File: src/rtl/alu_pkg.sv
// Shared definitions for the ALU sequencer: opcodes, FSM states and opcode check.
package alu_pkg;

    localparam logic [2:0] OP_SUMA  = 3'b001;
    localparam logic [2:0] OP_RESTA = 3'b010;
    localparam logic [2:0] OP_AND   = 3'b011;
    localparam logic [2:0] OP_OR    = 3'b100;

    typedef enum logic [2:0] {
        ESPERA_A,
        ESPERA_B,
        ESPERA_OP,
        EJECUTA,
        ENTREGA
    } estado_t;

    function automatic logic op_valida(input logic [2:0] op);
        return (op == OP_SUMA) || (op == OP_RESTA) || (op == OP_AND) || (op == OP_OR);
    endfunction

endpackage

File: src/rtl/alu_secuenciador.sv
// Sequences an external n_bits ALU: collects A, B and opcode, captures the result
// and hands it off with status flags over a valid/ready channel.
module alu_secuenciador
    import alu_pkg::*;
#(
    parameter int unsigned n_bits = 8,
    parameter int unsigned n_cont = 8
) (
    input  logic              clk,
    input  logic              reset,
    input  logic [n_bits-1:0] in_dato,
    input  logic              in_encadenar,
    input  logic              in_valid,
    output logic              in_ready,
    output logic [n_bits-1:0] alu_a,
    output logic [n_bits-1:0] alu_b,
    output logic [2:0]        alu_op,
    input  logic [n_bits-1:0] alu_resultado,
    output logic [n_bits-1:0] res_dato,
    output logic              res_cero,
    output logic              res_negativo,
    output logic              res_error,
    output logic              res_valid,
    input  logic              res_ready,
    output logic [n_cont-1:0] ops_hechas
);

    estado_t           estado_q, estado_d;
    logic [n_bits-1:0] a_q, a_d;
    logic [n_bits-1:0] b_q, b_d;
    logic [2:0]        op_q, op_d;
    logic [n_bits-1:0] ultimo_q, ultimo_d;
    logic [n_bits-1:0] res_dato_q, res_dato_d;
    logic              res_cero_q, res_cero_d;
    logic              res_negativo_q, res_negativo_d;
    logic              res_error_q, res_error_d;
    logic              res_valid_q, res_valid_d;
    logic              in_ready_q, in_ready_d;
    logic [n_cont-1:0] ops_q, ops_d;

    logic acepta;
    assign acepta = in_valid && in_ready_q;

    always_comb begin
        estado_d       = estado_q;
        a_d            = a_q;
        b_d            = b_q;
        op_d           = op_q;
        ultimo_d       = ultimo_q;
        res_dato_d     = res_dato_q;
        res_cero_d     = res_cero_q;
        res_negativo_d = res_negativo_q;
        res_error_d    = res_error_q;
        ops_d          = ops_q;

        case (estado_q)
            ESPERA_A: if (acepta) begin
                a_d      = in_encadenar ? ultimo_q : in_dato;
                estado_d = ESPERA_B;
            end
            ESPERA_B: if (acepta) begin
                b_d      = in_dato;
                estado_d = ESPERA_OP;
            end
            ESPERA_OP: if (acepta) begin
                op_d     = in_dato[2:0];
                estado_d = EJECUTA;
            end
            EJECUTA: begin
                res_dato_d     = alu_resultado;
                res_cero_d     = (alu_resultado == '0);
                res_negativo_d = alu_resultado[n_bits-1];
                res_error_d    = !op_valida(op_q);
                ultimo_d       = alu_resultado;
                estado_d       = ENTREGA;
            end
            ENTREGA: if (res_ready) begin
                ops_d    = ops_q + n_cont'(1);
                estado_d = ESPERA_A;
            end
            default: estado_d = ESPERA_A;
        endcase

        // Handshake outputs are registered, so derive them from the next state.
        in_ready_d  = (estado_d == ESPERA_A) || (estado_d == ESPERA_B) || (estado_d == ESPERA_OP);
        res_valid_d = (estado_d == ENTREGA);
    end

    always_ff @(posedge clk or posedge reset) begin
        if (reset) begin
            estado_q       <= ESPERA_A;
            a_q            <= '0;
            b_q            <= '0;
            op_q           <= '0;
            ultimo_q       <= '0;
            res_dato_q     <= '0;
            res_cero_q     <= 1'b0;
            res_negativo_q <= 1'b0;
            res_error_q    <= 1'b0;
            res_valid_q    <= 1'b0;
            in_ready_q     <= 1'b0;
            ops_q          <= '0;
        end else begin
            estado_q       <= estado_d;
            a_q            <= a_d;
            b_q            <= b_d;
            op_q           <= op_d;
            ultimo_q       <= ultimo_d;
            res_dato_q     <= res_dato_d;
            res_cero_q     <= res_cero_d;
            res_negativo_q <= res_negativo_d;
            res_error_q    <= res_error_d;
            res_valid_q    <= res_valid_d;
            in_ready_q     <= in_ready_d;
            ops_q          <= ops_d;
        end
    end

    assign in_ready     = in_ready_q;
    assign alu_a        = a_q;
    assign alu_b        = b_q;
    assign alu_op       = op_q;
    assign res_dato     = res_dato_q;
    assign res_cero     = res_cero_q;
    assign res_negativo = res_negativo_q;
    assign res_error    = res_error_q;
    assign res_valid    = res_valid_q;
    assign ops_hechas   = ops_q;

endmodule

File: config.mk
export PLATFORM = sky130hd
export DESIGN_NAME = alu_secuenciador
export DESIGN_NICKNAME = d
export VERILOG_FILES = /design/src/rtl/alu_pkg.sv /design/src/rtl/alu_secuenciador.sv
export SDC_FILE = /design/constraint.sdc
export NUM_CORES = 1
export LEC_CHECK = 0
export BUFFER_PORTS_ARGS = -buffer_cell sky130_fd_sc_hd__buf_4
export CORE_AREA = 2 2 62 64
export CTS_CLUSTER_DIAMETER = 100
export DETAILED_ROUTE_END_ITERATION = 6
export DIE_AREA = 0 0 64 66
export PLACE_DENSITY = 0.85
export SKIP_CTS_REPAIR_TIMING = 1
export SLEW_MARGIN = 20
export SYNTH_ARGS = -nofsm -noshare
export SYNTH_HDL_FRONTEND = slang
export SYNTH_SLANG_ARGS = --single-unit
File: constraint.sdc
create_clock -name clk -period 2.2 [get_ports clk]
set_input_delay 0.11 -clock clk [delete_from_list [all_inputs] [get_ports clk]]
set_output_delay 0.11 -clock clk [all_outputs]
set_load 0.05 [all_outputs]
==> impl_metrics.py <==
metrics = {
    "run_status": {
        "status": "finished clean",
    },
    "clock_tree": {
        "cts_tree": "done",
        "numCtsBuffers": 5,
        "clock_sinks": 42,
        "cts.path.max_buffers": 2,
        "clk_latency_ns": 0.33,
        "h-tree-depth": 2,
        "path_clk_slew_ns": 0.11,
        "clockRootBuffer": "clkbuf_4",
    },
    "logic_synthesis": {
        "ys_seq_elements": 42,
        "ys_types": 27,
        "syn_area_um2": 1830,
        "synth.top_cell.area_share_pct": 57.4,
        "seq_area_frac_synth_pct": 57.4,
        "yosysWarnings": 0,
        "syn-mean-instance-area_um2": 14.2,
        "syn_nets": 151,
        "yosysTopAreaCell": "dfrtp_1",
        "synthTopCellsByArea": "dfrtp_1 (57%), mux2_2 (17%), mux2_4 (6.6%)",
        "synth_cells": 129,
    },
    "floorplanning": {
        "rows": 22,
        "core_um2": 3550,
        "die_h_um": 66,
        "ios": 61,
        "die_area_um2": 4220,
        "initial_core_util_pct": 51.6,
        "die_w_um": 64,
    },
    "placement": {
        "placed_area_um2": 2320,
        "placed_cells": 233,
        "dp_hpwl_mm": 2.98,
        "gp_routability_congestion": 0.712,
        "portBuffers": 60,
    },
    "grt": {
        "grt_overflow": 0,
        "grt_max_degree": 32,
        "antenna_found_initial": 0,
        "grt_pass1_vias": 1318,
        "grt_pass1_wl_mm": 6.53,
        "grtUsageTotal_pct": 20.5,
    },
    "timing": {
        "tightest_slew_ns": 0.642,
        "fmax_mhz": 591,
        "setup_viol": 0,
        "hold_viol": 0,
        "grt_setup_unrepaired": "false",
        "period_share_pct": 77.0,
        "finalSetupTns_ns": 0,
        "clock_skew_ns": 0.00590,
        "fin_crit_ns": 1.69,
        "report.final.slew_viol_count": 0,
        "maxSlewHeadroom_pct": 57.1,
    },
    "setup_path": {
        "startpoint": "estado_q[2]",
        "critPathMaxFanout": 6,
        "timing.rr.start": "estado_q[2]",
        "critPathRequiredTime_ns": 2.43,
        "cp-start-kind": "flop",
        "ff2ff_path_depth": 3,
        "crit_arrival_ns": 1.92,
        "crit_path_end_kind": "flop",
        "critPathKind": "flop to flop",
    },
    "routing": {
        "wl_per_cell_um": 15.9,
        "drt_iter0_drc": 58,
        "dr.pass1.iters": 4,
        "drt-total-wl_mm": 3.90,
        "vias_per_cell": 5.15,
        "final_antenna_net_count": 0,
        "via_count": 1261,
        "drc": 0,
    },
    "flow_run": {
        "maxCapViolations": 0,
    },
    "hold_path": {
        "min_path_type": "primary input to flop",
        "min_path_cells": 2,
        "hold_start": "alu_resultado[4]",
    },
    "finish": {
        "seqCellArea_um2": 1050,
        "stdcell_area_um2": 2440,
        "final_cells": 245,
        "final_common_cell": "buf_4",
        "drive_gt1_share_pct": 56.3,
        "layout_common_cells": "buf_4 (61), dfrtp_1 (42), mux2_2 (28), mux2_4 (8), nand2_1 (8)",
        "n_fill_cell": 268,
        "multi_input_area_um2": 741,
        "area_delta_synth_final_pct": 33.0,
        "diodes": 0,
        "nNetsFinal": 218,
    },
}
## cells by family after synthesis
group | count (synthesis) | synth area share (%)
buffers and inverters | 7 | 2.19
muxes | 36 | 23.8
adders and majority gates | 1 | 0.683
AOI/OAI and AO/OA | 3 | 0.819
xor gates and xnor gates | 8 | 3.83
DFF | 42 | 57.4
and+or+nand+nor | 32 | 11.3
## routing by layer
| layer | part of all wire (%) | track usage (%) |
|---|---|---|
| met1 | 42 | 26.4 |
| met2 | 52 | 35.5 |
| met3 | 5.4 | 4.77 |
| met4 | 0.69 | 4.08 |
| met5 | 0 | 0 |
## sequential cells by signal (all words and copies together), names as in the netlist
name,count
res_cero,1
alu_a,8
alu_op,3
res_dato,8
res_valid,1
estado_q,3
in_ready,1
alu_b,8
res_error,1
ops_hechas,8
## Yosys cell counts
cell type  number
a21oi_1         1
buf_1           1
buf_2           2
buf_4           1
buf_6           1
dfrtp_1        42
ha_1            1
inv_1           2
mux2_2         28
mux2_4          8
nand2_1         8
nand3_1         3
nand3b_1        2
nand3b_4        1
nand4bb_1       1
nor2_1          5
nor3_1          2
nor3b_1         2
nor3b_4         1
nor4_1          2
nor4_2          1
o21ai_0         2
or2_2           2
or3_1           1
or4b_2          1
xnor2_1         2
xor2_1          6
## critical path, cell delays in order (launching register included)
cell and delay [ns]:
dfrtp_1 0.44, nand3b_4 0.19, nor3b_1 0.55, mux2_2 0.41
## per-stage QoR
| stage | utilization [%] | setup WS, ns | hold slack, ns |
|---|---|---|---|
| floorplan | - | 0.495 | 0.260 |
| global placement | 65.3 | 0.587 | 0.141 |
| detailed placement | 65.3 | 0.496 | 0.149 |
| CTS | 67.5 | 0.480 | -0.230 |
| global route | 68.6 | 0.371 | 0.000228 |
| finish | 68.6 | 0.507 | 0.00767 |
## path summary, 6_finish.rpt
path | end | slack, ns
min in group asynchronous | res_dato[6] | 0.32
max in group asynchronous | estado_q[2] | 1.14
setup reg to reg | alu_op[1] | 0.51
setup / recovery | alu_op[1] | 0.51
hold / removal | res_dato[4] | 0.008
hold reg to reg | ops_hechas[6] | 0.50
## layout make-up
cell class              count  area share (%)
repair buffers             65            20.4
flip-flops and latches     42            43.1
multi-input cells          80            30.4
inverters                   2           0.308
clock buffers               8            3.24
well taps                  48            2.47
Power is left out: the tool's default activity adds up to more than one toggle a clock period on the data nets, which glitch-free logic cannot reach.
